==> src/rtl/axi_basic_tx_mux.sv <==
// Arbitrates C_NUM_CH AXI-stream TX sources onto one TRN TX port, packet by packet.
// Optional macro AXI_TX_MUX_PRIO_EN: fixed priority (lowest index) instead of round-robin.
module axi_basic_tx_mux #(
  parameter int C_DATA_WIDTH = 64,
  parameter int C_NUM_CH     = 2,
  parameter int TCQ          = 1,
  localparam int STRB_WIDTH  = C_DATA_WIDTH / 8,
  localparam int REM_WIDTH   = (C_DATA_WIDTH == 128) ? 2 : 1
) (
  input  logic                               user_clk,
  input  logic                               user_rst_n,
  input  logic [C_NUM_CH*C_DATA_WIDTH-1:0]   s_axis_tx_tdata,
  input  logic [C_NUM_CH-1:0]                s_axis_tx_tvalid,
  output logic [C_NUM_CH-1:0]                s_axis_tx_tready,
  input  logic [C_NUM_CH*STRB_WIDTH-1:0]     s_axis_tx_tkeep,
  input  logic [C_NUM_CH-1:0]                s_axis_tx_tlast,
  input  logic [C_NUM_CH*4-1:0]              s_axis_tx_tuser,
  output logic [C_DATA_WIDTH-1:0]            trn_td,
  output logic                               trn_tsof,
  output logic                               trn_teof,
  output logic                               trn_tsrc_rdy,
  output logic                               trn_tsrc_dsc,
  output logic                               trn_terrfwd,
  output logic                               trn_tstr,
  output logic                               trn_tecrc_gen,
  output logic [REM_WIDTH-1:0]               trn_trem,
  input  logic                               trn_tdst_rdy,
  input  logic [5:0]                         trn_tbuf_av,
  input  logic                               trn_lnk_up,
  output logic [1:0]                         tx_grant_ch
);

  typedef enum logic [1:0] {IDLE, XFER, DRAIN} state_t;

  state_t                  state_q;
  logic [1:0]              grant_q, last_q, pick;
  logic                    first_q;
  logic [C_DATA_WIDTH-1:0] sel_data;
  logic [STRB_WIDTH-1:0]   sel_keep;
  logic [3:0]              sel_user;
  logic                    sel_valid, sel_last;
  logic [REM_WIDTH-1:0]    sel_rem;
  logic                    rdy_grant, xfer_acc, held;
  logic                    unused_ok;

  // Granted-channel view of the source bus
  always_comb begin
    sel_data  = '0;
    sel_keep  = '0;
    sel_user  = '0;
    sel_valid = 1'b0;
    sel_last  = 1'b0;
    for (int unsigned c = 0; c < C_NUM_CH; c++) begin
      if (grant_q == 2'(c)) begin
        sel_data  = s_axis_tx_tdata[c*C_DATA_WIDTH +: C_DATA_WIDTH];
        sel_keep  = s_axis_tx_tkeep[c*STRB_WIDTH +: STRB_WIDTH];
        sel_user  = s_axis_tx_tuser[c*4 +: 4];
        sel_valid = s_axis_tx_tvalid[c];
        sel_last  = s_axis_tx_tlast[c];
      end
    end
  end

  generate
    if (C_DATA_WIDTH == 128) begin : g_rem128
      always_comb begin
        if (sel_keep[12])     sel_rem = REM_WIDTH'(3);
        else if (sel_keep[8]) sel_rem = REM_WIDTH'(2);
        else if (sel_keep[4]) sel_rem = REM_WIDTH'(1);
        else                  sel_rem = REM_WIDTH'(0);
      end
    end else begin : g_rem64
      assign sel_rem = sel_keep[4];
    end
  endgenerate

  assign unused_ok = ^{sel_keep, (TCQ != 0)};

  always_comb begin
    int unsigned idx;
    logic        found;
    idx   = 0;
    found = 1'b0;
    pick  = last_q;
`ifdef AXI_TX_MUX_PRIO_EN
    for (int unsigned i = 0; i < C_NUM_CH; i++) begin
      if (!found && s_axis_tx_tvalid[i]) begin
        pick  = 2'(i);
        found = 1'b1;
      end
    end
`else
    // Search starts one past the last granted channel, wrapping
    for (int unsigned i = 1; i <= C_NUM_CH; i++) begin
      idx = (int'(last_q) + i) % C_NUM_CH;
      if (!found && s_axis_tx_tvalid[idx]) begin
        pick  = 2'(idx);
        found = 1'b1;
      end
    end
`endif
  end

  assign held      = trn_tsrc_rdy & ~trn_tdst_rdy;
  assign rdy_grant = ((state_q == XFER) & trn_lnk_up & ~held) | (state_q == DRAIN);
  assign xfer_acc  = (state_q == XFER) & trn_lnk_up & ~held & sel_valid;

  always_comb begin
    s_axis_tx_tready = '0;
    for (int unsigned c = 0; c < C_NUM_CH; c++) begin
      if (grant_q == 2'(c)) s_axis_tx_tready[c] = rdy_grant;
    end
  end

  assign tx_grant_ch = grant_q;

  always_ff @(posedge user_clk or negedge user_rst_n) begin
    if (!user_rst_n) begin
      state_q       <= IDLE;
      grant_q       <= '0;
      last_q        <= 2'(C_NUM_CH - 1);
      first_q       <= 1'b0;
      trn_td        <= '0;
      trn_tsof      <= 1'b0;
      trn_teof      <= 1'b0;
      trn_tsrc_rdy  <= 1'b0;
      trn_tsrc_dsc  <= 1'b0;
      trn_terrfwd   <= 1'b0;
      trn_tstr      <= 1'b0;
      trn_tecrc_gen <= 1'b0;
      trn_trem      <= '0;
    end else begin
      case (state_q)
        IDLE: begin
          if (|s_axis_tx_tvalid && trn_lnk_up && trn_tbuf_av != '0) begin
            state_q <= XFER;
            grant_q <= pick;
            first_q <= 1'b1;
          end
        end
        XFER: begin
          if (!trn_lnk_up) begin
            state_q <= DRAIN;
          end else if (xfer_acc && sel_last) begin
            state_q <= IDLE;
            last_q  <= grant_q;
          end
        end
        DRAIN: begin
          if (sel_valid && sel_last) begin
            state_q <= IDLE;
            last_q  <= grant_q;
          end
        end
        default: state_q <= IDLE;
      endcase

      if (xfer_acc) begin
        trn_td        <= sel_data;
        trn_tsof      <= first_q;
        trn_teof      <= sel_last;
        trn_tsrc_rdy  <= 1'b1;
        trn_tsrc_dsc  <= sel_user[3];
        trn_tstr      <= sel_user[2];
        trn_terrfwd   <= sel_user[1];
        trn_tecrc_gen <= sel_user[0];
        trn_trem      <= sel_rem;
        first_q       <= 1'b0;
      end else if (state_q == XFER && !trn_lnk_up) begin
        // Link loss: tag a still-held beat, else emit a fresh terminating beat
        if (!held) begin
          trn_tsrc_rdy <= 1'b1;
          trn_tsof     <= first_q;
        end
        trn_teof     <= 1'b1;
        trn_tsrc_dsc <= 1'b1;
        first_q      <= 1'b0;
      end else if (trn_tsrc_rdy && trn_tdst_rdy) begin
        trn_tsrc_rdy <= 1'b0;
      end
    end
  end

endmodule

==> config.mk <==
export PLATFORM = sky130hd
export DESIGN_NAME = axi_basic_tx_mux
export DESIGN_NICKNAME = d
export VERILOG_FILES = /design/src/rtl/axi_basic_tx_mux.sv
export SDC_FILE = /design/constraint.sdc
export NUM_CORES = 1
export LEC_CHECK = 0
export ABC_AREA = 1
export BUFFER_PORTS_ARGS = -buffer_cell sky130_fd_sc_hd__buf_2
export CORE_MARGIN = 2
export CORE_UTILIZATION = 47
export DETAILED_ROUTE_END_ITERATION = 10
export GPL_ROUTABILITY_DRIVEN = 0
export PLACE_DENSITY = 0.95
export SLEW_MARGIN = 20
export SYNTH_ARGS = -nofsm -noshare
export SYNTH_HDL_FRONTEND = slang
export SYNTH_SLANG_ARGS = --single-unit
==> constraint.sdc <==
create_clock -name user_clk -period 3 [get_ports user_clk]
set_clock_uncertainty 0.15 [all_clocks]
set_input_delay 0.3 -clock user_clk [delete_from_list [all_inputs] [get_ports user_clk]]
set_output_delay 0.3 -clock user_clk [all_outputs]
set_load 0.01 [all_outputs]
-- Word level (Yosys, flattened, before mapping)
Cells that the tools add are included.
- add/sub/neg operators: 2
- multipliers: 0
- div/mod/pow operators: 0
- magnitude comparators: 2
- eq/ne operators: 10
- shift-type cells: 0
- multiplexer cells: 42
- bitwise gates (word level): 7
- reduce and logical (&&, ||, !) cells: 24
- operators by type and width (kind ; count):
    $mux 64 ; 2
    $mux 1 ; 25
    $mux 2 ; 9
    $mux 5 ; 2
    $reduce_bool 3->1 ; 3
    $mux 4 ; 2
    $reduce_and 2->1 ; 4
    $logic_and 1x1->1 ; 7
    $ne 2x2->1 const B ; 3
    $pmux 2 s3 ; 1
    $reduce_bool 6->1 ; 1
    $and 1x1->1 ; 4
    $eq 2x1->1 const B ; 2
    $logic_not 2->1 ; 2
    $lt 1x2->1 const B ; 2
    $ne 2x1->1 const B ; 2
    $pmux 2 s2 ; 1
    $reduce_and 4->1 ; 1
    $reduce_bool 2->1 ; 2
    $ne 3x2->1 const B ; 1
    $ne 3x3->1 const B ; 1
    $reduce_and 3->1 ; 1
    $add 1x1->1 const B ; 2
    $eq 2x2->1 const B ; 1
    other kinds (4) ; 6
- bits in registers: 79
- latch bits: 0
- bits in writable memories: 0
- memory bits (read-only): 0
- bits of input ports: 166
- output and inout bits: 76
- word-level logic and storage cells: 100
- memories: 0

-- Longest topological paths before layout
Gate-level depths: netlist of run 1.
- word-level depth: 9
- depth in mapped cells: 9
- gate-level depth less buffers: 8

-- Worst setup path before layout of run 1
Ideal clock, no wire load.
- kind: register to output
- start: reg grant_q[0] (netlist: tx_grant_ch[0])
- end: out s_axis_tx_tready[1]
- data arrival time: 1.296 ns
- required time: 2.550 ns
- setup slack: 1.254 ns
- stages on the path, launching flop included: 5
- buffers on the path: 2
- cells stage by stage: dfrtp_1 -> clkbuf_1 -> buf_2 -> inv_1 -> nor3_1
- word-level cells in the longest chain between the ends: 2
- ends and longest elaborated chain (what ; RTL line ; text):
    start: declaration ; 36 ; logic [1:0] grant_q, last_q, pick;
    start signal: assignment ; 137 ; grant_q <= pick;
    $eq 2x1->1 ; 111 ; if (grant_q == 2'(c)) s_axis_tx_tready[c] = rdy_grant;
    $mux 1 ; 111 ;
    end: declaration ; 14 ; output logic [C_NUM_CH-1:0] s_axis_tx_tready,
Every way passes these cells.

-- Worst setup path in the final report of run 1
- start: reg state_q[1]
- end: out s_axis_tx_tready[0]
- word-level cells in the longest chain between the ends: 5
- elaborated cells between the ends (all ways): 6
- those cells by class: eq/ne: 2; mux: 1; bitwise: 3
- ends and longest elaborated chain (what ; RTL line ; text):
    start: declaration ; 35 ; state_t state_q;
    start signal: assignment ; 119 ; state_q <= IDLE;
    start signal: assignment ; 136 ; state_q <= XFER;
    start signal: assignment ; 143 ; state_q <= DRAIN;
    $eq 2x1->1 ; 105 ; assign rdy_grant = ((state_q == XFER) & trn_lnk_up & ~held) | (state_q == DRAIN);
    $and 1x1->1 (2 in series) ; 105 ;
    $or 1x1->1 * ; 105 ;
    $mux 1 * ; 111 ;
Mark *: on every way between the ends. The rest lies on a longest branch, timed or not.

==> results of run 1 <==
-- per-layer routing --
metal  part of all wire, %  vias to the layer above  wire length (um)  global-route usage, %
met5                     0                        -                 0                      0
met4                   1.7                        0               174                   8.57
li1                      -                     2225                 -                      -
met3                   7.2                       19               752                   4.73
met1                    41                     1897              4290                   23.9
met2                    50                      158              5170                   41.7
-- power by group --
part / total (mW) / switching [mW] / internal [mW]
Clock: 0.635 / 0.323 / 0.312
Sequential: 1.85 / 0.276 / 1.57
Combinational: 2.31 / 1.41 / 0.903
-- critical path, delay by kind of cell (launching register included) --
family | cells | cell delay [ns]
and+or+nand+nor | 2 | 0.27
AOI/OAI and AO/OA | 1 | 0.27
DFF | 1 | 0.38
buffers and inverters | 3 | 0.37
-- final cells by class --
class	instances	area, um^2	share of cell area [%]
flip-flops and latches	78	1950	36.6
repair buffers	234	1210	22.6
multi-input cells	462	1850	34.7
clock inverters	2	10.0	0.187
clock buffers	12	145	2.72
inverters	11	41.3	0.773
well taps	105	131	2.46
-- logic make-up (layout without fill, tap and decap cells) --
family                 after synthesis  count (layout)  synth area share, %
buffers and inverters               47             259                 5.41
AO/OA/AOI/OAI                        5               5                0.653
AND/OR/NAND/NOR                    457             457                 45.4
flip-flops                          78              78                 48.6
-- per-stage QoR --
| stage | cell area [um^2] | hold slack (ns) | power, mW |
|---|---|---|---|
| after floorplan | 4020 | -0.146 | 3.30 |
| after CTS | 5340 | 0.0810 | 4.86 |
| final | 5340 | 0.105 | 4.80 |
| after global placement | 5170 | 0.307 | 4.13 |
| after global routing | 5340 | 0.0937 | 5.26 |
| after detailed placement | 5170 | 0.309 | 4.20 |
-- how the worst min path moves through the flow --
stage / slack, ns / startpoint / to / cells after the start
finish: 0.10 / s_axis_tx_tdata[14] / trn_td[14]$_DFFE_PN0P_ / 5
global route: 0.09 / s_axis_tx_tdata[2] / trn_td[2]$_DFFE_PN0P_ / 5
CTS: 0.08 / s_axis_tx_tdata[2] / trn_td[2]$_DFFE_PN0P_ / 5
detailed placement: 0.31 / trn_td[41]$_DFFE_PN0P_ / trn_td[41]$_DFFE_PN0P_ / 2
global placement: 0.31 / trn_td[13]$_DFFE_PN0P_ / trn_td[13]$_DFFE_PN0P_ / 2
floorplan: -0.15 / user_rst_n / first_q$_DFFE_PN0P_ / 0
-- timing repair --
action,in CTS,in global routing
setup endpoints to repair,0,0
hold buffers,1,0
hold endpoints to repair,43,0
-- placed cells by master, fill, tap and decap left out --
cell / netlist / layout
buf_12: 0 / 1
inv_1: 9 / 9
o21ai_0: 3 / 3
nor2_1: 16 / 16
nor3_1: 2 / 2
o22ai_1: 1 / 1
buf_2: 18 / 226
dlygate4sd3_1: 0 / 1
dfstp_2: 1 / 1
dfrtp_2: 0 / 1
nor2_4: 1 / 1
buf_4: 1 / 6
clkbuf_1: 9 / 2
clkinv_2: 0 / 2
nand2_2: 1 / 1
nand2_1: 360 / 360
a21oi_1: 1 / 1
dfrtp_1: 77 / 76
nand3_1: 77 / 77
inv_2: 2 / 2
clkbuf_8: 0 / 10
==> results.cfg, run 1 <==
[timing]
fmax_mhz = 486
maxSlewHeadroom_pct = 37.9
period_share_pct = 68.6
setup_ws_ns = 0.941
rsz0062_at_grt = no
worst_slew_pin_slew_ns = 0.932
tns_ns = 0
setup_viol = 0
period_needed_ns = 2.06
slew_viol_final = 0
hold_viol_final = 0

[global_routing]
grt_usage_pct = 22.1
grt_pass1_wl_um = 16200
grt_max_degree = 79
grt_pass1_vias = 3873
grt.overflow.total = 0
antenna_found_initial = 0

[cts]
clockBufferDepth = 2
cts_buffers = 9
cts_tree = done
cts.clk_slew.worst_paths_ns = 0.07
postCtsSetupBuffers = 0
cts-root-buf = clkbuf_8
htreeDepth = 3
clock_latency_ns = 0.33
cts_sinks = 78
cts_resized = 0

[routing]
antenna_left = 0
drt_first_pass_iters = 4
drc = 0
vias = 4299
drt-initial-drc-count = 119
totalWireLength_um = 10400
via_per_inst = 4.76
wl_per_cell_um = 11.5

[logic_synthesis]
syn_inst = 587
syn_avg_cell_area_um2 = 6.85
synth_top_area_cell = dfrtp_1
yosys-top-cells-area = dfrtp_1 48%, nand2_1 34%, nand3_1 9.6%
yosysUniqueCellTypes = 18
ys.flop_type = dfrtp_1
async_flop_share_pct = 100
netlist_area_um2 = 4020
seq_area_frac_synth_pct = 48.6
yosysMostFrequentCell = nand2_1
synth_seq_cells = 78
synth_top_area_share_pct = 47.9
synth_nets = 753
synth-edff-count = 0
synth_common_cells = 360 x nand2_1, 77 x dfrtp_1, 77 x nand3_1
synth_warnings = 0

[cells_and_area]
nFillCells = 762
largest_register_ffs = 64
final_layout_size_suffix_gt1_share_pct = 31.4
num-nets-final = 962
fin_util_pct = 64.7
diodes = 0
final_cell_count_no_fill = 904
area_delta_synth_final_pct = 32.8
largest_register = trn_td

[setup_path]
r2r-start = trn_tsrc_rdy$_DFFE_PN0P_
slowest_delay_ns = 0.38
r2r_setup_slack_ns = 0.94
critical_path_class = flip-flop to primary output
crit_path_max_fanout = 4
endpoint = s_axis_tx_tready[0]
arrival_ns = 1.61
critPathMostFrequentCell = inv_1
crit_chain = inv_1 > nand3_1 > o22ai_1 > inv_1 > nor3_1 > buf_2
rr_worst_depth = 8
r2r_end = trn_teof$_DFFE_PN0P_
crit_start = state_q[1]$_DFFE_PN0P_
worst_setup_path_end_kind = primary output
cp_slowest_cell = dfrtp_1
worstPathRequired_ns = 2.55
critPathLaunchType = flip-flop

[hold_path]
min_path_type = input pin to flip-flop

[die]
rows = 33
coreArea_um2 = 8260
die_h_um = 96.5
io_pins = 242
die_width_um = 96.5
start_util_pct = 48.7
dieArea_um2 = 9310

[place]
hpwl_um = 7540
preCtsSetupSlack_ns = 0.860
numPortBuffers = 227
placed_cells = 889

[pwr]
powerDensity_nw_per_um2 = 899
p_leak_nw = 3.37
vdd_drop_max_v = 0.000399

[job]
cap_viol_max_count = 0

[run_status]
status = finished clean
Note: power is estimated with default switching activity, not from simulation.
==> run 2: changes to the inputs <==
- CORE_UTILIZATION: 47 -> 39
- PLACE_DENSITY: 0.95 -> 0.87
- clock period: 3 -> 1.85 ns (I/O delays scaled with it)
==> results.cfg, run 2 (synthesis results as in run 1) <==
[run_status]
status = finished clean

[setup_path]
r2r-start = tx_grant_ch[0]$_DFFE_PN0P_
crit_path_max_fanout = 4
worstPathRequired_ns = 1.51
slowest_delay_ns = 0.40
worst_setup_path_end_kind = primary output
crit_start = state_q[1]$_DFFE_PN0P_
cp_slowest_cell = dfrtp_1
crit_chain = inv_2 > nand3_2 > o22ai_2 > inv_1 > nor3_1 > buf_2
critPathLaunchType = flip-flop
rr_worst_depth = 8
critical_path_class = flip-flop to primary output
arrival_ns = 1.44

[cts]
htreeDepth = 3
clock_latency_ns = 0.34
cts_sinks = 78
cts.clk_slew.worst_paths_ns = 0.09
clockBufferDepth = 2
cts-root-buf = clkbuf_8
cts_tree = done
cts_buffers = 9

[timing]
fin_hold_ws_ns = 0.0125
hold_viol_final = 0
period_share_pct = 95.9
worst_slew_pin_slew_ns = 0.508
maxSlewHeadroom_pct = 66.2
fmax_mhz = 564
setup_viol = 0
slew_viol_final = 0
period_needed_ns = 1.77

[place]
numPortBuffers = 227
placed_cells = 923
hpwl_um = 8010
place_area_um2 = 5300

[routing]
drc = 0
drt_first_pass_iters = 5
antenna_left = 0
totalWireLength_um = 12900
wl_per_cell_um = 12.8
via_per_inst = 4.73
drt-initial-drc-count = 184
vias = 4740

[cells_and_area]
num-nets-final = 1027
largest_register_ffs = 64
design_area_um2 = 6160
layout_common_cells = 360 x nand2_1, 226 x buf_2, 76 x nand3_1
final_common_cell = nand2_1
largest_register = trn_td
regArea_um2 = 1960
diodes = 0
final_cell_count_no_fill = 1002
nFillCells = 895
final_layout_size_suffix_gt1_share_pct = 30.6
area_delta_synth_final_pct = 53.1
multiInputGateArea_um2 = 1860

[hold_path]
min_path_type = input pin to flip-flop
hold_path.startpoint = s_axis_tx_tdata[12]
hold-path-cell-count = 5

[die]
dieArea_um2 = 11100
die_h_um = 106
rows = 37
coreArea_um2 = 10200
start_util_pct = 39.5
die_width_um = 106
io_pins = 242

[global_routing]
grt_usage_pct = 22.1
grt_pass1_vias = 4564
grt_max_degree = 76
antenna_found_initial = 0
grt_pass1_wl_um = 20300
grt.overflow.total = 0

[job]
cap_viol_max_count = 0

[pwr]
vdd_drop_max_v = 0.000783
p_leak_nw = 3.69
powerDensity_nw_per_um2 = 1380
==> run 2: cell type report <==
class | count | share of cell area [%]
flip-flops and latches | 78 | 31.8
clock buffers | 11 | 2.30
inverters | 11 | 0.671
clock inverters | 5 | 0.955
multi-input cells | 462 | 30.2
repair buffers | 299 | 31.3
well taps | 136 | 2.76
==> run 2: routing by layer <==
metal | up-vias | GRT usage, % | wire [um]
met5 | - | 0 | 0
met1 | 2125 | 25.3 | 5070
li1 | 2364 | - | -
met4 | 0 | 7.99 | 330
met2 | 220 | 40.5 | 6490
met3 | 31 | 4.64 | 957
==> run 2: worst max-delay path, delay by kind of cell, from the launching register on <==
family | cells | cell delay (ns)
AOI/OAI and AO/OA | 1 | 0.13
buffers and inverters | 3 | 0.34
and+or+nand+nor | 2 | 0.24
DFF | 1 | 0.40
==> run 2: where the power goes <==
part           switching, mW  internal, mW  leakage, nW
clock network          0.611         0.661       0.0955
registers              0.470          2.55        0.978
logic                   2.46          1.71         2.62
total                   3.54          4.93         3.69
==> run 2: final timing paths <==
path                                            end  slack [ns]
setup / recovery                s_axis_tx_tready[0]        0.08
hold / removal               trn_td[12]$_DFFE_PN0P_        0.01
setup reg to reg             trn_td[17]$_DFFE_PN0P_        0.15
hold reg to reg               last_q[0]$_DFFE_PN1P_        0.32
max in group asynchronous    trn_td[18]$_DFFE_PN0P_        0.76
min in group asynchronous  trn_tsrc_rdy$_DFFE_PN0P_        0.20
==> run 2: timing repair <==
| action | in CTS | in global routing |
|---|---|---|
| endpoints found under the setup margin | 2 | 2 |
| endpoints found under the hold margin | 94 | 0 |
| gates cloned | 0 | 1 |
| setup buffers | 1 | 2 |
| hold buffers | 59 | 0 |
| gates resized for setup | 2 | 3 |
| pin swaps | 1 | 1 |
==> run 2: through the flow <==
| step | power, mW | setup WS, ns | TNS (ns) | utilization [%] |
|---|---|---|---|---|
| after global routing | 9.15 | -0.0137 | -0.0149 | 60.4 |
| after global placement | 6.80 | 0.230 | 0 | 52.0 |
| after detailed placement | 6.92 | 0.192 | 0 | 52.0 |
| final | 8.47 | 0.0763 | 0 | 60.4 |
| after floorplan | 5.35 | 0.219 | 0 | - |
| after CTS | 8.34 | 0.000590 | 0 | 60.0 |
